$ cat src/rtl/piso_bit_feeder_pkg.sv
// Shared types and helpers for the parallel-in/serial-out bit feeder.
// Holds the FSM encoding and the counter-width helper used by the feeder.
package piso_bit_feeder_pkg;

  typedef enum logic {
    ST_IDLE  = 1'b0,
    ST_SHIFT = 1'b1
  } state_e;

  // Width of a counter that must reach n-1; never narrower than one bit.
  function automatic int cnt_width(input int n);
    int r;
    r = 1;
    for (int i = 1; i < 32; i++) begin
      if ((1 << i) < n) r = i + 1;
    end
    return r;
  endfunction

endpackage

$ cat src/rtl/piso_bit_feeder.sv
// Serialises W-bit words onto a single-bit stream for the downstream pattern detector,
// with registered bit-valid and frame-boundary markers and no bubble between frames.
module piso_bit_feeder
  import piso_bit_feeder_pkg::*;
#(
  parameter int W         = 8,
  parameter bit MSB_FIRST = 1'b1
) (
  input  logic         clk,
  input  logic         rst,
  input  logic [W-1:0] in_data,
  input  logic         in_valid,
  output logic         in_ready,
  input  logic         en,
  output logic         x,
  output logic         x_valid,
  output logic         frame_start,
  output logic         frame_end,
  output state_e       dbg_state_o
);

  localparam int              CW       = cnt_width(W);
  localparam logic [CW-1:0]   CNT_LAST = CW'(W - 1);

  // Handshake: a word transfers on a rising edge where in_valid && in_ready.
  // in_valid may stay high indefinitely; in_ready is a pure decode of state, cnt and en.
  state_e         state_q, state_d;
  logic [W-1:0]   shreg_q, shreg_d;
  logic [CW-1:0]  cnt_q, cnt_d;
  logic           x_q, x_d;
  logic           xv_q, xv_d;
  logic           fs_q, fs_d;
  logic           fe_q, fe_d;

  logic           head_bit;
  logic [W-1:0]   shreg_shifted;
  logic           cnt_is_last;

  assign head_bit      = MSB_FIRST ? shreg_q[W-1] : shreg_q[0];
  assign shreg_shifted = MSB_FIRST ? {shreg_q[W-2:0], 1'b0} : {1'b0, shreg_q[W-1:1]};
  assign cnt_is_last   = (cnt_q == CNT_LAST);

  always_comb begin
    state_d  = state_q;
    shreg_d  = shreg_q;
    cnt_d    = cnt_q;
    x_d      = x_q;
    xv_d     = 1'b0;
    fs_d     = 1'b0;
    fe_d     = 1'b0;
    in_ready = 1'b0;

    case (state_q)
      ST_IDLE: begin
        in_ready = 1'b1;
        if (in_valid) begin
          shreg_d = in_data;
          cnt_d   = '0;
          state_d = ST_SHIFT;
        end
      end

      ST_SHIFT: begin
        if (en) begin
          x_d  = head_bit;
          xv_d = 1'b1;
          fs_d = (cnt_q == '0);
          fe_d = cnt_is_last;
          if (cnt_is_last) begin
            // Last bit leaves and the next word loads on the same edge.
            in_ready = 1'b1;
            if (in_valid) begin
              shreg_d = in_data;
              cnt_d   = '0;
            end else begin
              shreg_d = shreg_shifted;
              cnt_d   = '0;
              state_d = ST_IDLE;
            end
          end else begin
            shreg_d = shreg_shifted;
            cnt_d   = cnt_q + 1'b1;
          end
        end
      end

      default: begin
        state_d = ST_IDLE;
      end
    endcase
  end

  always_ff @(posedge clk or posedge rst) begin
    if (rst) begin
      state_q <= ST_IDLE;
      shreg_q <= '0;
      cnt_q   <= '0;
      x_q     <= 1'b0;
      xv_q    <= 1'b0;
      fs_q    <= 1'b0;
      fe_q    <= 1'b0;
    end else begin
      state_q <= state_d;
      shreg_q <= shreg_d;
      cnt_q   <= cnt_d;
      x_q     <= x_d;
      xv_q    <= xv_d;
      fs_q    <= fs_d;
      fe_q    <= fe_d;
    end
  end

  assign x           = x_q;
  assign x_valid     = xv_q;
  assign frame_start = fs_q;
  assign frame_end   = fe_q;
  assign dbg_state_o = state_q;

endmodule

$ cat config.mk
export PLATFORM = sky130hd
export DESIGN_NAME = piso_bit_feeder
export DESIGN_NICKNAME = d
export VERILOG_FILES = /design/src/rtl/piso_bit_feeder_pkg.sv /design/src/rtl/piso_bit_feeder.sv
export SDC_FILE = /design/constraint.sdc
export NUM_CORES = 1
export LEC_CHECK = 0
export BUFFER_PORTS_ARGS = -buffer_cell sky130_fd_sc_hd__buf_2
export CORE_MARGIN = 2
export CORE_UTILIZATION = 51
export CTS_CLUSTER_SIZE = 20
export DETAILED_ROUTE_END_ITERATION = 16
export PLACE_DENSITY = 0.69
export SYNTH_ARGS = -nofsm -noshare
export SYNTH_HDL_FRONTEND = slang
export SYNTH_SLANG_ARGS = --single-unit
$ cat constraint.sdc
create_clock -name clk -period 2.7 [get_ports clk]
set_input_delay 0.135 -clock clk [delete_from_list [all_inputs] [get_ports clk]]
set_output_delay 0.135 -clock clk [all_outputs]
set_load 0.01 [all_outputs]
==> summary.md, run 1 <==
| Metric | Value |
|---|---|
| Post-detail-place hpwl | roughly 3700 µm |
| Post-layout power | roughly 1.7 mW |
| Clock buffers created by TritonCTS | 5 |
| Post-synth EDFFs | 0 |
| Total clock sinks | 45 |
| Count of warnings emitted by yosys | 0 |
| Max-cap check violation count | 0 |
| Worst reg2reg path depth | 6 |
| Quantity of I/O buffers inserted on ports | 17 |
| Combinational share of power | a little over a fifth |
| Post-layout min period | 2360 ps |
| Capture instance of the worst register-to-register path | cnt_q[30]$_DFFE_PP0P_ |
| Area post-placement | around 2600 µm² |
| Number of slew-limit violations in the final report | 0 |
| Die X-Extent | approximately 74 µm |
| Area enclosed by the die boundary | 5450 µm² |
| Critical Path Fanout Max | 5 |
| Congestion Overflow GR | 0 |
| Post-synthesis average cell area | 9.18 µm² |
| Core outline area | 4720 µm² |
| Clk buf depth | 2 |
| Worst Hold Slack | between 40 and 50 ps |
| Worst EP required | between 2000 and 3000 ps |
| Final cell utilization of the core | between 50% and 60% |
| Initial DRC Count | approximately 200 |
| H-tree levels | 2 |
| Total standard cell area after synthesis | between 2000 and 2500 µm² |
| Number of distinct library cells after synthesis | 43 |
| Element type at the critical path start | flip-flop |
| Finish-stage setup viols | 0 |
| Count of final hold-check violations | 0 |
| Type of the worst setup path | flip-flop to primary output |
| Worst setup slack after layout | roughly 340 ps |
| Share of the cycle needed by the critical path after routing | between 80% and 90% |
| Startpoint of the worst-slack reg-to-reg timing path | cnt_q[0]$_DFFE_PP0P_ |
| Dominant combinational cell family by area after synthesis | simple AND/OR/NAND/NOR gates |
| Number of nets with antenna violations after detailed routing | 0 |
| Share of the synthesized area in the top cell type | a little under half |
| Final-layout fill cell count | 402 |
| Synthesized-area fraction occupied by and/or/nand/nor cells | 30.0% |
| Fraction of power spent switching nets | 32.0% |
| Remaining routing DRC violations | 0 |
| Layout Nets | approximately 300 |
| Unrepaired setup endpoints after global routing | no |
| Switching power of the nets | about 0.54 mW |
| Main synth FF type | sky130_fd_sc_hd__dfrtp_1 |
| Chip Height | ~74 µm |
| Relative contribution of sequential cells to total power | 51.8% |
| Worst reg-to-reg setup slack | 510 ps |
| CTS tree | built |
| Synthesized instance count | roughly 270 |
| Clock root buffer | sky130_fd_sc_hd__clkbuf_8 |
| Synthesized-area fraction occupied by ao, oa, aoi and oai cells | approximately 11% |
| P_leak | 1.20 nW |
| Post-detailed-route wirelength per cell | between 10 and 15 µm |
| Number of vias after detailed routing | approximately 2000 |
| Cts hold-fix bufs | 0 |
| Worst-skew pair later-pin latency | approximately 300 ps |
| Post-cts gate resize count | 0 |
| FFs w/ async S/R, synth | 100% |
| Row count | 25 |
| Ant diodes | 0 |
| Register bit total from synthesis | 45 |
| Sequential element share of the synthesized area | between 40% and 50% |
| Result of the run | complete, no violations |
| Placed cell count | 348 |
| Design Area, Final | ~2700 µm² |
| Critical Path End Type | primary output |
| Clock skew | 10.3 ps |
| Initial Util | 52.7% |
| Peak Freq | ~0.42 GHz |
| Vias in the first global route | 1910 |
| Tightest Pin Transition | about 920 ps |
| Yosys top cell by area | sky130_fd_sc_hd__dfrtp_1 |
| Initial antenna violation count | 0 |
| Net count after synthesis | 285 |
| Number of iterations in the first detailed-routing pass | 4 |
| Sum Neg Setup Slack | 0 ps |
| Sum of routed wire length over all layers | 5280 µm |
| Leading cell types by total area after synthesis | sky130_fd_sc_hd__dfrtp_1, sky130_fd_sc_hd__nor2_1, sky130_fd_sc_hd__xor2_1, sky130_fd_sc_hd__nand4_1, sky130_fd_sc_hd__nand3_1 |
| Final weighted congestion in routability-driven placement | 0.796 |
| Final std cells w/o fill | about 360 |
| Post-synthesis adder-cell area fraction | approximately 1.0% |
| All-Layer GR Usage | ~22% |
| Worst-case vdd ir drop | 0.406 mV |
| Arrival time worst endpoint | 2230 ps |
| Path category of the worst min-delay check | input pin to async pin |
| Int Power | between 1 and 1.5 mW |
| Power density relative to cell area | about 620 nW/µm² |
| Clk pwr share | 26.7% |
| Area growth from synthesis to final layout | 9.26% |
| Pin count of the biggest net entering global routing | 46 |
| Fraction of synthesized area in multiplexers | ~1.7% |
| Fraction of final layout cells sized beyond drive strength 1 | roughly 13% |
| Via density per instance | around 5.7 |
| Parity-gate share of the synthesized area counting xor and xnor cells | just over 7% |
| Setup slack after placement | 541 ps |
| Clock-pin slew reported for the worst setup and hold paths after clock tree synthesis | 90 ps |
| Setup repair bufs after CTS | 0 |
| First-pass GRT wire length | roughly 9000 µm |
| Number of top-level design ports | 18 |
| Slew HR | around two fifths |
==> synth_stat cells (2+ instances only) <==
cell type / number
sky130_fd_sc_hd__xnor2_1: 3
sky130_fd_sc_hd__nand2b_1: 3
sky130_fd_sc_hd__or4_1: 5
sky130_fd_sc_hd__clkbuf_1: 5
sky130_fd_sc_hd__ha_1: 2
sky130_fd_sc_hd__and3_1: 2
sky130_fd_sc_hd__o21ai_0: 6
sky130_fd_sc_hd__o22ai_1: 6
sky130_fd_sc_hd__and2_1: 2
sky130_fd_sc_hd__a21oi_1: 11
sky130_fd_sc_hd__nor3_1: 6
sky130_fd_sc_hd__or3_1: 2
sky130_fd_sc_hd__xor2_1: 17
sky130_fd_sc_hd__nor2_1: 40
sky130_fd_sc_hd__dfrtp_1: 45
sky130_fd_sc_hd__a211oi_1: 7
sky130_fd_sc_hd__and4_1: 2
sky130_fd_sc_hd__mux2i_1: 3
sky130_fd_sc_hd__a21o_1: 2
sky130_fd_sc_hd__nand3_2: 2
sky130_fd_sc_hd__nand3_1: 18
sky130_fd_sc_hd__nand4_1: 15
sky130_fd_sc_hd__nand2_1: 23
sky130_fd_sc_hd__nor4_1: 9
sky130_fd_sc_hd__inv_1: 9
sky130_fd_sc_hd__o211ai_1: 6
sky130_fd_sc_hd__buf_2: 2
sky130_fd_sc_hd__buf_6: 3
==> worst max path at each step <==
stage / from / endpoint / slack [ps] / cells after the start
finish: cnt_q[14]$_DFFE_PP0P_ / in_ready / 340 / 5
global route: cnt_q[26]$_DFFE_PP0P_ / in_ready / 160 / 5
CTS: cnt_q[18]$_DFFE_PP0P_ / in_ready / 360 / 5
detailed placement: cnt_q[0]$_DFFE_PP0P_ / cnt_q[30]$_DFFE_PP0P_ / 540 / 6
global placement: cnt_q[11]$_DFFE_PP0P_ / shreg_q[7]$_DFFE_PP0P_ / 590 / 6
floorplan: cnt_q[0]$_DFFE_PP0P_ / cnt_q[29]$_DFFE_PP0P_ / 710 / 7
==> registers in the layout, indices dropped and copies added, names as in the netlist <==
name and cells:
cnt_q 32, dbg_state_o 1, frame_end 1, frame_start 1
shreg_q 8, x 1, x_valid 1
==> cell type report <==
type / count / area, µm² / area share [%]
clock buffer: 7 / 96.3 / 3.55
multi-input combinational: 206 / 1260 / 46.3
inverter: 9 / 33.8 / 1.24
timing repair buffer: 21 / 115 / 4.24
clock inverter: 1 / 5.00 / 0.184
tap: 67 / 83.8 / 3.08
sequential: 45 / 1130 / 41.4
==> layout by cell type (no fill, tap or decap), drive strengths merged <==
master   n
mux2     1
inv      9
o311ai   1
nor3     7
o21ai    6
nor4    10
or4      5
xnor2    3
nor4bb   1
clkinv   1
and2     2
xor2    17
and4     3
nand2   23
o21a     1
or2      1
nor4b    1
a32o     1
ha       2
o211ai   6
mux2i    3
o22ai    6
a21oi   11
o31ai    1
nand2b   3
nor2    40
a211oi   7
buf     21
a21o     2
nand3   20
nor3b    1
nand3b   1
nand4   16
clkbuf   7
or3      2
dfrtp   45
and3     2
==> layer usage <==
layer	GRT usage, %	wire length, µm	vias up
met1	32.7	2680	969
met2	31.3	2350	27
li1	-	-	1011
met5	0	0	-
met4	5.86	55	0
met3	4.12	191	6
==> power groups by stage <==
stage | Combinational [mW] | Clock, mW | Sequential (mW)
6_report | 0.365 | 0.453 | 0.878
5_1_grt | 0.414 | 0.493 | 0.894
4_1_cts | 0.365 | 0.462 | 0.876
3_5_place_dp | 0.363 | 0 | 0.890
3_3_place_gp | 0.354 | 0 | 0.886
2_1_floorplan | 0.294 | 0 | 0.858
==> cell families after synthesis <==
family                   Yosys count
XOR/XNOR                          20
multiplexers                       4
adder cells (fa/ha/maj)            2
AO/OA/AOI/OAI                     42
flip-flops                        45
buffers and inverters             20
AND/OR/NAND/NOR                  138
==> critical path, stage by stage, from the launching register on <==
cell	delay, ps
sky130_fd_sc_hd__dfrtp_1	440
sky130_fd_sc_hd__nor4_1	370
sky130_fd_sc_hd__nand4_1	200
sky130_fd_sc_hd__nor3_1	540
sky130_fd_sc_hd__a21o_1	250
sky130_fd_sc_hd__buf_2	140
(Power assumes the default switching activity.)
==> run 2: changes to the inputs <==
- REMOVE_ABC_BUFFERS: unset -> 1
==> summary.md, run 2 (synthesized netlist as in run 1, its figures left out) <==
| Metric | Value |
|---|---|
| Master of the slowest instance on the critical path | sky130_fd_sc_hd__dfrtp_1 |
| Post-layout power | 1.78 mW (+5.1%) |
| Finish-stage setup viols | 0 (unchanged) |
| Met3 capacity usage during global routing | 3.43% (-0.69 points) |
| Clk buf depth | 2 (unchanged) |
| Arrival time worst endpoint | 2180 ps (-50 ps) |
| Number of top-level design ports | 18 (unchanged) |
| Worst Hold Slack | 45.1 ps (+4.24 ps) |
| First-pass GRT wire length | 9240 µm (+2.9%) |
| H-tree levels | 2 (unchanged) |
| Final-layout fill cell count | 426 (+6.0%) |
| Initial Util | 52.7% (unchanged) |
| Fraction of final layout cells sized beyond drive strength 1 | 13.2% (-0.30 points) |
| Cell family contributing the most delay on the critical path | simple AND/OR/NAND/NOR gates |
| Congestion Overflow GR | 0 (unchanged) |
| Worst setup slack after layout | 382 ps (+42.2 ps) |
| Final std cells w/o fill | 355 (-0.28%) |
| Via density per instance | 5.79 (+2.4%) |
| Power density relative to cell area | 653 nW/µm² (+4.6%) |
| Remaining routing DRC violations | 0 (unchanged) |
| Regs by FF count | cnt_q (32), shreg_q (8) |
| Met2 GRT Util | 31.1% (-0.20 points) |
| Setup repair bufs after CTS | 0 (unchanged) |
| Cell Chain, Critical Path | nor4_1, nand4_1, nor3_1, a21o_1, buf_2 |
| Area growth from synthesis to final layout | 9.71% |
| P_leak | 1.20 nW (-0.19%) |
| Unrepaired setup endpoints after global routing | no |
| Post-detail-place hpwl | 3850 µm (+2.6%) |
| Most frequent cells in the layout | sky130_fd_sc_hd__dfrtp_1, sky130_fd_sc_hd__nor2_1, sky130_fd_sc_hd__nand2_1, sky130_fd_sc_hd__nand3_1 |
| Sum of routed wire length over all layers | 5460 µm (+3.4%) |
| Number of buffers and inverters on the critical path | 1 (unchanged) |
| Vias in the first global route | 1872 (-2.0%) |
| Sum Neg Setup Slack | 0 ps (unchanged) |
| Number of slew-limit violations in the final report | 0 (unchanged) |
| Reg with most FFs | cnt_q |
| Number of flip-flops under the largest register name | 32 (unchanged) |
| Final cell utilization of the core | 57.8% (+0.24 points) |
| Worst EP required | 2570 ps (about the same) |
| Post-layout min period | 2320 ps (-42.2 ps) |
| Post-detailed-route wirelength per cell | 15.4 µm (+3.7%) |
| Clock root buffer | sky130_fd_sc_hd__clkbuf_8 |
| Path category of the worst min-delay check | input pin to async pin |
| Longest individual stage delay on the worst path | 460 ps (-80 ps) |
| Type of the worst setup path | flip-flop to primary output |
| Area post-placement | 2610 µm² (-0.29%) |
| CTS tree | built |
| Final weighted congestion in routability-driven placement | 0.818 (+2.8%) |
| Design Area, Final | 2730 µm² (+0.41%) |
| Count of final hold-check violations | 0 (unchanged) |
| Initial DRC Count | 232 (+13%) |
| Global routing's busiest layer | met1 |
| Area enclosed by the die boundary | 5450 µm² (unchanged) |
| Initial antenna violation count | 0 (unchanged) |
| Ant diodes | 0 (unchanged) |
| Worst-skew pair later-pin latency | 300 ps (about the same) |
| Clock buffers created by TritonCTS | 5 (unchanged) |
| Critical Path Fanout Max | 5 (unchanged) |
| Setup slack after placement | 541 ps (-0.0200 ps) |
| Die X-Extent | 73.8 µm (unchanged) |
| Post-cts gate resize count | 0 (unchanged) |
| All-Layer GR Usage | 22.1% (+0.62 points) |
| Max-cap check violation count | 0 (unchanged) |
| Clock-pin slew reported for the worst setup and hold paths after clock tree synthesis | 90 ps (about the same) |
| Met1 global-route usage | 34.5% (+1.8 points) |
| Result of the run | complete, no violations |
| Layout Nets | 301 (-0.33%) |
| Share of the cycle needed by the critical path after routing | 85.9% (-1.6 points) |
| Slew HR | 38.1% (-0.42 points) |
| Total clock sinks | 45 (unchanged) |
| Clock skew | 6.22 ps (-4.10 ps) |
| Number of nets with antenna violations after detailed routing | 0 (unchanged) |
| Commonest non-fill, non-tap cell in the layout | sky130_fd_sc_hd__dfrtp_1 |
| Number of iterations in the first detailed-routing pass | 5 (+1) |
| Worst-case vdd ir drop | 0.534 mV (+32%) |
| Number of vias after detailed routing | 2055 (+2.1%) |
| Placed cell count | 347 (-0.29%) |
| Critical Path End Type | primary output |
| Quantity of I/O buffers inserted on ports | 17 (unchanged) |
| Cts hold-fix bufs | 0 (unchanged) |
| Peak Freq | 0.431 GHz (+1.8%) |
| Tightest Pin Transition | 928 ps (+6.35 ps) |
| Chip Height | 73.8 µm (unchanged) |
| Row count | 25 (unchanged) |
| Pin count of the biggest net entering global routing | 46 (unchanged) |
| Core outline area | 4720 µm² (unchanged) |
| Element type at the critical path start | flip-flop |
==> run 2: changes by cell type in the layout (fill, tap and decap cells not counted), sizes merged <==
cell,before,now
clkbuf,7,6
clkinv,1,0
buf,21,20
clkinvlp,0,1
bufinv,0,1
==> run 2: cell type report <==
cell class                 instances  area (µm²)  share of cell area, %
tap                               67        83.8                   3.07
clock buffer                       6        82.6                   3.03
multi-input combinational        206        1260                   46.1
inverter                           9        33.8                   1.24
clock inverter                     2        37.5                   1.38
timing repair buffer              20         108                   3.94
sequential                        45        1130                   41.3
==> run 2: routing by layer <==
layer  wire length, µm  share of wire (%)
met1              2730                 50
met2              2480                 45
met3               198                3.6
met4                44               0.81
met5                 0                  0
==> run 2: worst paths after layout <==
| check | end | from | slack [ps] | cells past startpoint |
|---|---|---|---|---|
| max | in_ready | cnt_q[30]$_DFFE_PP0P_ | 380 | 5 |
| min | cnt_q[22]$_DFFE_PP0P_ | rst | 50 | 2 |
| max reg2reg | cnt_q[30]$_DFFE_PP0P_ | cnt_q[0]$_DFFE_PP0P_ | 520 | 6 |
| min reg2reg | x$_DFFE_PP0P_ | x$_DFFE_PP0P_ | 520 | 1 |
| max in group asynchronous | cnt_q[10]$_DFFE_PP0P_ | rst | 2080 | 2 |
| min in group clk | shreg_q[0]$_DFFE_PP0P_ | in_data[0] | 100 | 2 |
==> run 2: power by group <==
| part | switching [mW] | total (mW) | internal (mW) |
|---|---|---|---|
| clock network | 0.233 | 0.534 | 0.301 |
| logic | 0.220 | 0.368 | 0.148 |
| registers | 0.109 | 0.880 | 0.771 |
==> run 3: changes to the inputs <==
- ABC_AREA: unset -> 1
==> summary.md, run 3 <==
| Metric | Value |
|---|---|
| Vias in the first global route | 2487 (+33%) |
| Parity-gate share of the synthesized area counting xor and xnor cells | 2.80% (-4.2 points) |
| Total clock sinks | 45 (unchanged) |
| Count of final hold-check violations | 0 (unchanged) |
| Longest individual stage delay on the worst path | 690 ps (+230 ps) |
| Leading cell types by total area after synthesis | sky130_fd_sc_hd__dfrtp_1, sky130_fd_sc_hd__nand2_1, sky130_fd_sc_hd__nor2_1, sky130_fd_sc_hd__inv_1, sky130_fd_sc_hd__nand3_1 |
| Sequential element share of the synthesized area | 40.1% (-5.2 points) |
| Synthesized-area fraction occupied by and/or/nand/nor cells | 42.5% (+12 points) |
| Register bit total from synthesis | 45 (unchanged) |
| Critical Path Fanout Max | 29 (+24) |
| H-tree levels | 2 (unchanged) |
| Commonest non-fill, non-tap cell in the layout | sky130_fd_sc_hd__nand2_1 |
| Power density relative to cell area | 477 nW/µm² (-27%) |
| Fraction of synthesized area in multiplexers | 0% (-1.7 points) |
| Area post-placement | 2950 µm² (+13%) |
| Worst reg-to-reg setup slack | 280 ps (-240 ps) |
| Type of the worst setup path | flip-flop to flip-flop |
| Number of iterations in the first detailed-routing pass | 4 (-1) |
| Clock-pin slew reported for the worst setup and hold paths after clock tree synthesis | 80 ps (about the same) |
| Dominant combinational cell family by area after synthesis | simple AND/OR/NAND/NOR gates |
| Initial Util | 52.0% (-0.67 points) |
| Setup repair bufs after CTS | 0 (unchanged) |
| Chip Height | 78.2 µm (+6.0%) |
| Clk pwr share | 26.9% (-3.1 points) |
| Path category of the worst min-delay check | input pin to async pin |
| Die X-Extent | 78.2 µm (+6.0%) |
| Most frequent cells in the layout | sky130_fd_sc_hd__nand2_1, sky130_fd_sc_hd__nor2_1, sky130_fd_sc_hd__inv_1, sky130_fd_sc_hd__dfrtp_1, sky130_fd_sc_hd__nand3_1 |
| Area growth from synthesis to final layout | 7.44% |
| Worst EP required | 2930 ps (+360 ps) |
| FFs w/ async S/R, synth | 100% (unchanged) |
| Reg with most FFs | cnt_q |
| Fraction of final layout cells sized beyond drive strength 1 | 9.91% (-3.3 points) |
| Count of warnings emitted by yosys | 0 (unchanged) |
| Number of slew-limit violations in the final report | 0 (unchanged) |
| Post-synthesis average cell area | 6.72 µm² (-27%) |
| Initial DRC Count | 175 (-25%) |
| Ant diodes | 0 (unchanged) |
| Cts hold-fix bufs | 0 (unchanged) |
| Quantity of I/O buffers inserted on ports | 17 (unchanged) |
| Post-detail-place hpwl | 4770 µm (+24%) |
| Startpoint of the worst-slack reg-to-reg timing path | dbg_state_o$_DFF_PP0_ |
| Most frequent cell on the critical path | sky130_fd_sc_hd__nand2_1 |
| Int Power | 0.989 mW (-19%) |
| Regs by FF count | cnt_q (32), shreg_q (8) |
| Clk buf depth | 2 (unchanged) |
| Cell Chain, Critical Path | o21ai_2, inv_2, nor3_2, nand2_1, nand2_1, o21ai_1, nor2_1 |
| Number of distinct library cells after synthesis | 29 (-33%) |
| Worst-case vdd ir drop | 0.359 mV (-33%) |
| Via density per instance | 5.09 (-12%) |
| Most repeated cell in the gate-level netlist after synthesis | sky130_fd_sc_hd__nand2_1 |
| First-pass GRT wire length | 11600 µm (+26%) |
| Sum Neg Setup Slack | 0 ps (unchanged) |
| Slew HR | 38.0% (-0.048 points) |
| All-Layer GR Usage | 23.8% (+1.7 points) |
| Total standard cell area after synthesis | 2810 µm² (+13%) |
| Peak Freq | 0.413 GHz (-4.4%) |
| Remaining routing DRC violations | 0 (unchanged) |
| Switching power of the nets | 0.450 mW (-20%) |
| Post-synth EDFFs | 0 (unchanged) |
| Post-cts gate resize count | 0 (unchanged) |
| Arrival time worst endpoint | 2650 ps (+470 ps) |
| Tightest Pin Transition | 928 ps (+0.719 ps) |
| Sum of routed wire length over all layers | 6530 µm (+20%) |
| Cell types with the highest counts after synthesis | sky130_fd_sc_hd__nand2_1, sky130_fd_sc_hd__nor2_1, sky130_fd_sc_hd__inv_1, sky130_fd_sc_hd__dfrtp_1, sky130_fd_sc_hd__nand3_1 |
| Post-layout min period | 2420 ps (+106 ps) |
| Clock skew | 6.80 ps (+0.581 ps) |
| Pin count of the biggest net entering global routing | 46 (unchanged) |
| Row count | 27 (+8.0%) |
| CTS tree | built |
| Final-layout fill cell count | 554 (+30%) |
| Number of flip-flops under the largest register name | 32 (unchanged) |
| Number of nets with antenna violations after detailed routing | 0 (unchanged) |
| Main synth FF type | sky130_fd_sc_hd__dfrtp_1 |
| Area enclosed by the die boundary | 6120 µm² (+12%) |
| Worst-skew pair later-pin latency | 300 ps (about the same) |
| Design Area, Final | 3020 µm² (+11%) |
| Critical Path End Type | flip-flop |
| Layout Nets | 449 (+49%) |
| Finish-stage setup viols | 0 (unchanged) |
| Yosys top cell by area | sky130_fd_sc_hd__dfrtp_1 |
| Element type at the critical path start | flip-flop |
| Unrepaired setup endpoints after global routing | no |
| Cell family contributing the most delay on the critical path | compound AO/OA/AOI/OAI gates |
| Share of the synthesized area in the top cell type | 40.1% (-5.2 points) |
| Initial antenna violation count | 0 (unchanged) |
| Master of the slowest instance on the critical path | sky130_fd_sc_hd__o21ai_2 |
| Congestion Overflow GR | 0 (unchanged) |
| Capture instance of the worst register-to-register path | cnt_q[23]$_DFFE_PP0P_ |
| Synthesized-area fraction occupied by ao, oa, aoi and oai cells | 5.34% (-5.5 points) |
| Combinational share of power | 16.6% (-4.1 points) |
| Number of buffers and inverters on the critical path | 1 (unchanged) |
| Result of the run | complete, no violations |
| Number of top-level design ports | 18 (unchanged) |
| Post-synthesis adder-cell area fraction | 0.890% (-0.12 points) |
| Fraction of power spent switching nets | 31.3% (-0.23 points) |
| Clock buffers created by TritonCTS | 5 (unchanged) |
| Number of vias after detailed routing | 2576 (+25%) |
| Share of the cycle needed by the critical path after routing | 89.8% (+3.9 points) |
| Post-detailed-route wirelength per cell | 12.9 µm (-16%) |
| P_leak | 1.49 nW (+25%) |
| Max-cap check violation count | 0 (unchanged) |
| Final weighted congestion in routability-driven placement | 0.943 (+15%) |
| Clock root buffer | sky130_fd_sc_hd__clkbuf_8 |
| Worst reg2reg path depth | 7 (+1) |
| Core outline area | 5410 µm² (+14%) |
| Path length in cells of the critical path | 7 (+2) |
| Relative contribution of sequential cells to total power | 56.5% (+7.1 points) |
| Synthesized instance count | 418 (+54%) |
-- run 3: cell families (layout without fill, tap and decap cells) --
kind of cell,count (synthesis),count (layout)
DFF,45,45
AOI/OAI and AO/OA,27,27
buffers and inverters,58,74
and+or+nand+nor,277,277
adders and majority gates,2,2
xor gates and xnor gates,9,9
-- run 3: area by class of cell --
cell class	instances	area [µm²]	share of cell area (%)
clock inverter	1	5.00	0.166
timing repair buffer	18	92.6	3.07
tap	72	90.1	2.98
multi-input combinational	315	1450	48.0
inverter	50	188	6.22
clock buffer	5	68.8	2.28
sequential	45	1130	37.3
-- run 3: routing by layer --
| metal | vias to the layer above | track usage (%) | routed length (µm) |
|---|---|---|---|
| li1 | 1338 | - | - |
| met1 | 1155 | 33.8 | 3100 |
| met2 | 73 | 38.0 | 2970 |
| met3 | 10 | 4.02 | 335 |
| met4 | 0 | 6.14 | 121 |
| met5 | - | 0 | 0 |
-- run 3: worst reg2reg max path, stage by stage (launching register included) --
cell and delay [ps]:
sky130_fd_sc_hd__dfrtp_1 610, sky130_fd_sc_hd__o21ai_2 690, sky130_fd_sc_hd__inv_2 460, sky130_fd_sc_hd__nor3_2 310, sky130_fd_sc_hd__nand2_1 70, sky130_fd_sc_hd__nand2_1 60
sky130_fd_sc_hd__o21ai_1 60, sky130_fd_sc_hd__nor2_1 100
-- run 3: worst max path at each step --
stage / startpoint / endpoint / slack (ps)
final: dbg_state_o$_DFF_PP0_ / cnt_q[23]$_DFFE_PP0P_ / 280
after global routing: dbg_state_o$_DFF_PP0_ / cnt_q[23]$_DFFE_PP0P_ / 60
after CTS: dbg_state_o$_DFF_PP0_ / cnt_q[23]$_DFFE_PP0P_ / 270
after detailed placement: dbg_state_o$_DFF_PP0_ / cnt_q[23]$_DFFE_PP0P_ / 300
after global placement: dbg_state_o$_DFF_PP0_ / cnt_q[23]$_DFFE_PP0P_ / 370
after floorplan: dbg_state_o$_DFF_PP0_ / cnt_q[23]$_DFFE_PP0P_ / 470
-- run 3: power by group through the flow --
stage	registers, mW	clock network (mW)	logic (mW)
2_1_floorplan	0.803	0	0.184
3_3_place_gp	0.822	0	0.231
3_5_place_dp	0.821	0	0.237
4_1_cts	0.809	0.397	0.239
5_1_grt	0.822	0.420	0.280
6_report	0.813	0.387	0.238
-- run 3: stage by stage --
| step | cells | hold slack, ps | setup WS, ps | util [%] | power (mW) |
|---|---|---|---|---|---|
| 2_1_floorplan | 410 | 256 | 470 | - | 0.987 |
| 5_1_grt | 506 | 60.5 | 61.1 | 55.9 | 1.52 |
| 6_report | 506 | 34.9 | 276 | 55.9 | 1.44 |
| 4_1_cts | 506 | 54.2 | 274 | 55.9 | 1.44 |
| 3_5_place_dp | 500 | 369 | 302 | 54.5 | 1.06 |
| 3_3_place_gp | 500 | 373 | 375 | 54.5 | 1.05 |
